## config.mk

```make
export PLATFORM = sky130hd
export DESIGN_NAME = matrix_scan_controller
export DESIGN_NICKNAME = d
export VERILOG_FILES = /design/src/rtl/matrix_pkg.sv /design/src/rtl/scan_timer.sv /design/src/rtl/matrix_scan_controller.sv
export SDC_FILE = /design/constraint.sdc
export NUM_CORES = 1
export LEC_CHECK = 0
export ABC_AREA = 1
export BUFFER_PORTS_ARGS = -buffer_cell sky130_fd_sc_hd__clkbuf_2
export CORE_AREA = 5 5 106 108
export CTS_CLUSTER_DIAMETER = 80
export DETAILED_ROUTE_END_ITERATION = 10
export DIE_AREA = 0 0 111 113
export GPL_ROUTABILITY_DRIVEN = 0
export GPL_TIMING_DRIVEN = 0
export PLACE_DENSITY = 0.71
export SYNTH_ARGS = -nofsm -noshare
export SYNTH_HDL_FRONTEND = slang
export SYNTH_HIERARCHICAL = 1
export SYNTH_SLANG_ARGS = --single-unit
```

## constraint.sdc

```tcl
create_clock -name clock -period 4.8 [get_ports clock]
set_input_delay 0.96 -clock clock [delete_from_list [all_inputs] [get_ports clock]]
set_output_delay 0.96 -clock clock [all_outputs]
set_load 0.02 [all_outputs]
```

## src/rtl/matrix_pkg.sv

```systemverilog
// Shared geometry, scan states and row-slice helper for the LED matrix scanner.
package matrix_pkg;

  localparam int unsigned MATRIX_COLUMNS = 5;
  localparam int unsigned MATRIX_ROWS    = 7;
  localparam int unsigned FRAME_BITS     = MATRIX_COLUMNS * MATRIX_ROWS;
  localparam int unsigned COL_BITS       = 3;

  typedef enum logic [1:0] {
    IDLE,
    DRIVE,
    BLANK
  } scan_state_t;

  // Row pattern for one column; bit r set means row r lit.
  function automatic logic [MATRIX_ROWS-1:0] row_slice(
    input logic [FRAME_BITS-1:0] frame,
    input logic [COL_BITS-1:0]   col
  );
    logic [MATRIX_ROWS-1:0] rows;
    rows = '0;
    for (int unsigned c = 0; c < MATRIX_COLUMNS; c++) begin
      if (col == COL_BITS'(c)) rows = frame[c*MATRIX_ROWS +: MATRIX_ROWS];
    end
    return rows;
  endfunction

endpackage

```

## src/rtl/scan_timer.sv

```systemverilog
// Loadable down-counter shared by the dwell and blank phases; done flags terminal count.
module scan_timer #(
  parameter int unsigned WIDTH = 1
) (
  input  logic             clock,
  input  logic             reset_n,
  input  logic             load,
  input  logic [WIDTH-1:0] load_value,
  output logic             done
);

  logic [WIDTH-1:0] count;

  // Load takes priority; otherwise count down and rest at zero.
  always_ff @(posedge clock or negedge reset_n) begin
    if (!reset_n) begin
      count <= '0;
    end else if (load) begin
      count <= load_value;
    end else if (count != '0) begin
      count <= count - WIDTH'(1);
    end
  end

  assign done = (count == '0);

endmodule

```

## src/rtl/matrix_scan_controller.sv

```systemverilog
// Column-multiplexed scan sequencer for the 5x7 LED matrix with double-buffered frames.
module matrix_scan_controller
  import matrix_pkg::*;
#(
  parameter int unsigned DWELL_CYCLES = 50000,
  parameter int unsigned BLANK_CYCLES = 500
) (
  input  logic                   clock,
  input  logic                   reset_n,
  input  logic                   enable,
  input  logic [FRAME_BITS-1:0]  frame_data,
  input  logic                   frame_valid,
  output logic                   frame_ready,
  output logic [MATRIX_COLUMNS-1:0] matrix_col,
  output logic [MATRIX_ROWS-1:0] matrix_row,
  output logic [COL_BITS-1:0]    active_column,
  output logic                   frame_start
);

  localparam int unsigned MAX_CYCLES = (DWELL_CYCLES > BLANK_CYCLES) ? DWELL_CYCLES : BLANK_CYCLES;
  localparam int unsigned CNT_BITS   = (MAX_CYCLES > 1) ? $clog2(MAX_CYCLES) : 1;
  localparam logic [CNT_BITS-1:0] DWELL_LOAD = CNT_BITS'(DWELL_CYCLES - 1);
  localparam logic [CNT_BITS-1:0] BLANK_LOAD = CNT_BITS'(BLANK_CYCLES - 1);
  localparam logic [COL_BITS-1:0] LAST_COL   = COL_BITS'(MATRIX_COLUMNS - 1);

  scan_state_t           state_q, state_d;
  logic [COL_BITS-1:0]   col_q, col_d;
  logic [FRAME_BITS-1:0] display_q, display_d;
  logic [FRAME_BITS-1:0] pending_q, pending_d;
  logic                  full_q, full_d;
  logic                  swap;
  logic                  accept;
  logic                  load;
  logic [CNT_BITS-1:0]   load_value;
  logic                  done;

  scan_timer #(
    .WIDTH (CNT_BITS)
  ) u_timer (
    .clock      (clock),
    .reset_n    (reset_n),
    .load       (load),
    .load_value (load_value),
    .done       (done)
  );

  // Sequencing: every state change reloads the timer, so it never wraps.
  always_comb begin
    state_d    = state_q;
    col_d      = col_q;
    load       = 1'b0;
    load_value = '0;
    swap       = 1'b0;
    if (!enable) begin
      state_d = IDLE;
      col_d   = '0;
      load    = 1'b1;
    end else begin
      unique case (state_q)
        IDLE: begin
          state_d    = DRIVE;
          col_d      = '0;
          load       = 1'b1;
          load_value = DWELL_LOAD;
          swap       = 1'b1;
        end
        DRIVE: begin
          if (done) begin
            state_d    = BLANK;
            load       = 1'b1;
            load_value = BLANK_LOAD;
          end
        end
        BLANK: begin
          if (done) begin
            state_d    = DRIVE;
            load       = 1'b1;
            load_value = DWELL_LOAD;
            if (col_q == LAST_COL) begin
              col_d = '0;
              swap  = 1'b1;
            end else begin
              col_d = col_q + COL_BITS'(1);
            end
          end
        end
        default: begin
          state_d = IDLE;
          col_d   = '0;
          load    = 1'b1;
        end
      endcase
    end
  end

  // Double buffer: on a swap edge the pending slot empties into display, so a frame
  // offered on that same edge is taken even though frame_ready showed full.
  always_comb begin
    accept    = frame_valid && (!full_q || swap);
    display_d = (swap && full_q) ? pending_q : display_q;
    pending_d = accept ? frame_data : pending_q;
    if (accept) begin
      full_d = 1'b1;
    end else if (swap) begin
      full_d = 1'b0;
    end else begin
      full_d = full_q;
    end
  end

  // State, column and frame buffer registers.
  always_ff @(posedge clock or negedge reset_n) begin
    if (!reset_n) begin
      state_q   <= IDLE;
      col_q     <= '0;
      display_q <= '0;
      pending_q <= '0;
      full_q    <= 1'b0;
    end else begin
      state_q   <= state_d;
      col_q     <= col_d;
      display_q <= display_d;
      pending_q <= pending_d;
      full_q    <= full_d;
    end
  end

  // Pin drive registered from next-state values so pins line up with the new state.
  always_ff @(posedge clock or negedge reset_n) begin
    if (!reset_n) begin
      matrix_col    <= '0;
      matrix_row    <= '1;
      active_column <= '0;
      frame_start   <= 1'b0;
    end else begin
      if (state_d == DRIVE) begin
        matrix_col <= MATRIX_COLUMNS'(1) << col_d;
        matrix_row <= ~row_slice(display_d, col_d);
      end else begin
        matrix_col <= '0;
        matrix_row <= '1;
      end
      active_column <= col_d;
      frame_start   <= (state_d == DRIVE) && (state_q != DRIVE) && (col_d == '0);
    end
  end

  assign frame_ready = ~full_q;

endmodule

```

# Word level (Yosys, flattened, before mapping)
# Index checks and enable logic that the tools add are counted.
[totals] ff_bits=105 output_inout_bits=17
[classes] add_sub_neg=2 eq_ne=9 n_shift=1 n_mux=32 n_bitwise=2 reduce_logical=13
[op_table] op="$mux W16" n=4
[op_table] op="$mux W7" n=7
[op_table] op="$pmux W16 S3" n=1
[op_table] op="$mux W35" n=1
[op_table] op="$logic_not A16 Y1" n=1
[op_table] op="$reduce_bool A16 Y1" n=1
[op_table] op="$sub A16 B1 Y16 const B" n=1
[op_table] op="$mux W3" n=3
[op_table] op="$mux W9" n=1
[op_table] op="$mux W1" n=8
[op_table] op="$not A7 Y7" n=1
[op_table] op="$eq A3 B2 Y1 const B" n=2
[op_table] op="$eq A3 B3 Y1 const B" n=2
[op_table] op="$mux W2" n=3
[op_table] op="$pmux W2 S3" n=1
[op_table] op="$pmux W3 S2" n=1
[op_table] op="$mux W5" n=1
[op_table] op="$shl A1 B3 Y5 const A" n=1
[op_table] op="$eq A2 B1 Y1 const B" n=2
[op_table] op="$logic_and A1 B1 Y1" n=4
[op_table] op="$reduce_bool A2 Y1" n=2
[op_table] op="$add A3 B1 Y3 const B" n=1
[op_table] op="$eq A3 B1 Y1 const B" n=1
[op_table] op="$logic_not A3 Y1" n=1
[op_table] op="other kinds (8)" n=8

# Logic depth before layout (Yosys ltp)
[depth] ltp_word=15 depth_mapped=18

# Modules after synthesis
# Netlist, hierarchy kept.
[modules_own_cells] mod="matrix_scan_controller" instances=1 cells_per_inst=403 area_each_um2=4086.4 seq_area_each_um2=2235.9
[modules_own_cells] mod="scan_timer" instances=1 cells_per_inst=168 area_each_um2=1118.6 seq_area_each_um2=400.4

# Least setup slack after synthesis
# Ideal clock, no wire load.
[synth_path] path_kind="register -> register" start="reg u_timer.count[0]" end="reg pending_q[0]" arrival_ps=2174 t_required_ps=4675 path_slack_ps=2500 stages_incl_launch_ff=15 n_path_buf=2 synth_period_minus_slack_ps=2300 path_cell_list="dfrtp_1 -> inv_1 -> ha_1 -> nand2_2 -> nor2_1 -> nand3_1 -> nor3_1 -> buf_4 -> nand2_1 -> nand2_4 -> nand2_2 -> nand2_2 -> nand2_4 -> buf_6 -> mux2_4"
[synth_between] elab_chain_len=6
[synth_rtl] item="from (decl)" line="scan_timer.sv:12" rtl="logic [WIDTH-1:0] count;"
[synth_rtl] item="from (signal assigned)" line="scan_timer.sv:19" rtl="count <= load_value;"
[synth_rtl] item="from (signal assigned)" line="scan_timer.sv:21" rtl="count <= count - WIDTH'(1);"
[synth_rtl] item="$logic_not A16 Y1" line="scan_timer.sv:25" rtl="assign done = (count == '0);"
[synth_rtl] item="via done" line="matrix_scan_controller.sv:35" rtl="logic done;"
[synth_rtl] item="$mux W1" line="matrix_scan_controller.sv:75" rtl="if (done) begin"
[synth_rtl] item="$pmux W1 S2" line="matrix_scan_controller.sv:59" rtl="unique case (state_q)"
[synth_rtl] item="$mux W1" line="matrix_scan_controller.sv:54" rtl="if (!enable) begin"
[synth_rtl] item="$logic_or A1 B1 Y1" line="matrix_scan_controller.sv:99" rtl="accept = frame_valid && (!full_q || swap);"
[synth_rtl] item="$logic_and A1 B1 Y1" line="matrix_scan_controller.sv:99"
[synth_rtl] item="to (signal assigned)" line="matrix_scan_controller.sv:123" rtl="pending_q <= pending_d;"
[synth_rtl] item="to (decl)" line="matrix_scan_controller.sv:29" rtl="logic [FRAME_BITS-1:0] pending_q, pending_d;"
# The timed path passes the listed nets, and every way through them passes these cells.
# A chain may end at the register's enable or synchronous reset.

# Worst setup path in the final report
[layout_path] start="reg u_timer.count[0]" end="reg matrix_row[4]"
[layout_between] elab_chain_len=14
[layout_rtl] item="$logic_not A16 Y1 (*)" line="scan_timer.sv:25"
[layout_rtl] item="via done" line="matrix_scan_controller.sv:35"
[layout_rtl] item="$mux W1" line="matrix_scan_controller.sv:75"
[layout_rtl] item="$pmux W1 S2" line="matrix_scan_controller.sv:59"
[layout_rtl] item="$mux W1" line="matrix_scan_controller.sv:54"
[layout_rtl] item="$logic_and A1 B1 Y1" line="matrix_scan_controller.sv:100" rtl="display_d = (swap && full_q) ? pending_q : display_q;"
[layout_rtl] item="$mux W35" line="matrix_scan_controller.sv:100"
[layout_rtl] item="$mux W7 (5 in a row)" line="matrix_pkg.sv:23" rtl="if (col == COL_BITS'(c)) rows = frame[c*MATRIX_ROWS +: MATRIX_ROWS];"
[layout_rtl] item="$mux W7" line="matrix_scan_controller.sv:136" rtl="if (state_d == DRIVE) begin"
[layout_rtl] item="$not A7 Y7" line="matrix_scan_controller.sv:138" rtl="matrix_row <= ~row_slice(display_d, col_d);"
[layout_rtl] item="$mux W7 (*)" line="matrix_scan_controller.sv:136"
[layout_rtl] item="to (signal assigned)" line="matrix_scan_controller.sv:138"
[layout_rtl] item="to (decl)" line="matrix_scan_controller.sv:15" rtl="output logic [MATRIX_ROWS-1:0] matrix_row,"
# The timed path passes the listed nets; every way through them passes the cells marked *. The select of a mux whose other input is x is not followed.

==> flow_summary_export.csv <==
group,metric,value,unit
status,status,"completed",
cts,cts_resized,0,
yosys,synth_top_family_by_area,"simple AND/OR/NAND/NOR gates",
setup_path,crit_required,5.11,ns
die,initial_core_util,51.3,%
setup_path,cp-start-kind,"flip-flop",
sta,layout_min_cycle_time,2.84,ns
run,cap_violations,0,
detailed_routing,wl,11.0,mm
finish,nets,687,
detailed_routing,drtIter0Drc,182,
cts,clock_path_buffers,2,
yosys,synth_seq_area_share,50.6,%
place,place_ws,1.96,ns
power,internal_power,0.00171,W
yosys,synth.distinct_cells,34,
cts,clockRootBuffer,"clkbuf_8",
global_routing,grt_max_degree,58,
sta,fin_worst_skew,0.0181,ns
yosys,synth_compound_area_share,3.53,%
detailed_routing,viasPerCell,5.01,
cts,ctsHoldBuffers,0,
die,chipWidth,111,um
cts,cts_max_level,3,
detailed_routing,dr.pass1.iters,5,
sta,rsz0062_at_grt,"no",
yosys,synth_simple_gate_area_share,26.9,%
power,net-switching-power,0.000842,W
yosys,syn-cell-area,5200,um^2
sta,final-hold-violation-count,0,
cts,cts_tree,"built",
sta,layout_setup_ws,1.96,ns
cts,postCtsSetupRepairBufs,0,
global_routing,grt_pass1_vias,3917,
yosys,synth_mux_area_share,9.66,%
cts,insertion_delay,0.38,ns
cts,clock_sinks,105,
yosys,ys_ff_latch,105,
place,io_buffers,55,
yosys,yosys_warnings,6,
detailed_routing,route.vias.total,3919,
die,ios,56,
power,power.share.combinational,27.7,%
finish,drive_above_1_share,24.8,%
global_routing,gr-total-overflow,0,
power,clockPowerShare,20.7,%
power,p_sw_share,33.0,%
global_routing,grt_antenna_before_repair,0,
cts,numCtsBuffers,9,
worst_hold_path,hp-class,"flip-flop to flip-flop",
die,core-area,10100,um^2
detailed_routing,drc_errors,0,
yosys,netlist_instances,571,
yosys,synth_area_leaders,"dfrtp_1, nand2_1, mux2_4, nand3_1, inv_1",
cts,clkSlewWorstSetupHoldPaths,0.11,ns
sta,timing.setup.tns,0,ns
yosys,synthXorXnorAreaFrac,0.841,%
place,dpl_cell_area,5690,um^2
sta,slew_headroom,53.7,%
power,p_seq_share,51.6,%
sta,drv_slew,0,
global_routing,track_usage,18.2,%
finish,diodes,0,
finish,fin_util,58.0,%
sta,final-setup-viol-count,0,
setup_path,cp.arrival,3.15,ns
global_routing,grt_pass1_wl,18.7,mm
detailed_routing,wl_per_cell,14.1,um
power,p_leak,3.22,nW
die,row_count,37,
place,hpwlAfterDp,8.38,mm
finish,design_area,5880,um^2
finish,area_growth,12.9,%
power,power.density,434,nW/um^2
yosys,synthAdderAreaFrac,1.68,%
sta,tightest_slew,0.695,ns
power,peakVddDrop,0.267,mV
yosys,synth_area_per_cell,9.12,um^2
yosys,yosys.area.top_type,"dfrtp_1",
sta,period_share,59.3,%
detailed_routing,ant_nets,0,
setup_path,setup.worst_path.class,"flip-flop to flip-flop",
die,die_y,113,um
die,fp.dieArea,12500,um^2
setup_path,critPathMaxFanout,10,
setup_path,endpoint_kind,"flip-flop",
sta,fmax,352,MHz
yosys,yosys.area.top_type_share,47.1,%
layout by cell type (no fill, tap or decap), types with 2 or more instances in the layout:
cell type and count:
nand3_2 3, clkbuf_2 54, clkinvlp_4 2, buf_2 9, nand3b_1 2, nor2_1 26
inv_1 57, inv_2 5, mux2_2 6, ha_1 7, conb_1 4, nor4_1 3
xor2_1 3, buf_4 3, nor3_1 2, nand2_2 6, dfrtp_1 98, inv_6 3
o21ai_1 9, nor2_4 6, clkbuf_1 3, mux2_4 29, o21bai_1 10, nand2_4 2
o21ai_0 7, nand4_1 15, buf_6 3, clkbuf_8 9, xnor2_1 2, nand2_1 190
dfstp_2 7, nand3_1 46, nor2_2 6
power groups by stage:
| stage | Combinational [W] | Sequential (W) | Clock (W) |
|---|---|---|---|
| global placement | 0.000680 | 0.00132 | 0 |
| global route | 0.000789 | 0.00135 | 0.000567 |
| floorplan | 0.000521 | 0.00131 | 0 |
| finish | 0.000706 | 0.00132 | 0.000526 |
| CTS | 0.000709 | 0.00132 | 0.000535 |
| detailed placement | 0.000706 | 0.00134 | 0 |
worst max-delay path, cell delays in order, from the launching register on:
cell and delay (ns):
dfrtp_1 0.39, inv_1 0.11, ha_1 0.27, nand2_2 0.12
nor2_1 0.19, nand3_1 0.12, nor3_1 0.18, buf_4 0.20
inv_2 0.06, nand2_1 0.05, nand3_1 0.06, nand2_1 0.15
nand2_2 0.11, nor2_2 0.24, buf_4 0.24, nand3_1 0.09
nand3_1 0.11, o21bai_1 0.08
cell type report:
type                    count  area (um^2)
plain buffers              18          113
multi-input cells         389         2230
inverters                  62          233
flip-flops and latches    105         2640
clock inverters             7         62.6
repair buffers             56          305
well taps                 136          170
clock buffers               9          124
fillers                   903         4260
final timing paths:
check | cells after the start | endpoint | startpoint | slack (ns)
hold reg to reg | 2 | display_q[15] | display_q[15] | 0.48
setup / recovery | 17 | matrix_row[4] | u_timer/count[0] | 1.96
hold / removal | 2 | display_q[15] | display_q[15] | 0.48
setup reg to reg | 17 | matrix_row[4] | u_timer/count[0] | 1.96
min in group asynchronous | 1 | matrix_col[4] | reset_n | 0.64
max in group asynchronous | 2 | pending_q[19] | reset_n | 3.45
cell families (layout without fill, tap and decap cells):
| logic type | after synthesis | count (layout) |
|---|---|---|
| adder cells (fa/ha/maj) | 7 | 7 |
| other | 1 | 4 |
| buffers and inverters | 80 | 152 |
| flip-flops | 105 | 105 |
| AO/OA/AOI/OAI | 29 | 29 |
| multiplexers | 35 | 35 |
| AND/OR/NAND/NOR | 309 | 309 |
| XOR/XNOR | 5 | 5 |
cells in the mapped netlist:
library cell / instances
nand4_1: 15
mux2_2: 6
nor4_1: 3
inv_2: 5
o21bai_1: 10
xnor2_1: 2
nor2_1: 26
nand3_2: 3
nor2_4: 6
o21ai_0: 7
nand3b_1: 2
nor3_1: 2
ha_1: 7
xor2_1: 3
dfrtp_1: 98
conb_1: 1
buf_4: 3
dfstp_2: 7
mux2_4: 29
nand2_2: 6
buf_6: 3
o21ai_1: 9
a21oi_1: 1
a21boi_1: 1
a21oi_4: 1
inv_1: 57
buf_2: 9
nand4_4: 1
clkbuf_1: 3
or2_2: 1
nor2_2: 6
nand3_1: 46
nand2_1: 190
nand2_4: 2
metrics by stage:
| stage | std cells | hold slack (ns) | power [W] |
|---|---|---|---|
| 2_1_floorplan | 574 | 0.438 | 0.00183 |
| 3_3_place_gp | 765 | 0.449 | 0.00200 |
| 3_5_place_dp | 766 | 0.460 | 0.00204 |
| 4_1_cts | 782 | 0.484 | 0.00256 |
| 5_1_grt | 782 | 0.502 | 0.00271 |
| 6_report | 782 | 0.482 | 0.00255 |
flip-flops by register name, indices dropped and copies added (netlist names):
| register | count |
|---|---|
| active_column | 3 |
| display_q | 35 |
| frame_start | 1 |
| full_q | 1 |
| matrix_col | 5 |
| matrix_row | 7 |
| pending_q | 35 |
| state_q | 2 |
| u_timer/count | 16 |
per-layer routing:
metal  wire, um  share of wire [%]  track usage, %  vias to the layer above
met4         67               0.61            4.02                        0
met1       5050                 46            24.5                     1878
met5          0                  0               0                        -
met2       5450                 49            30.7                       87
met3        476                4.3            3.42                        6
li1           -                  -               -                     1948
Note: power is estimated with default switching activity, not from simulation.
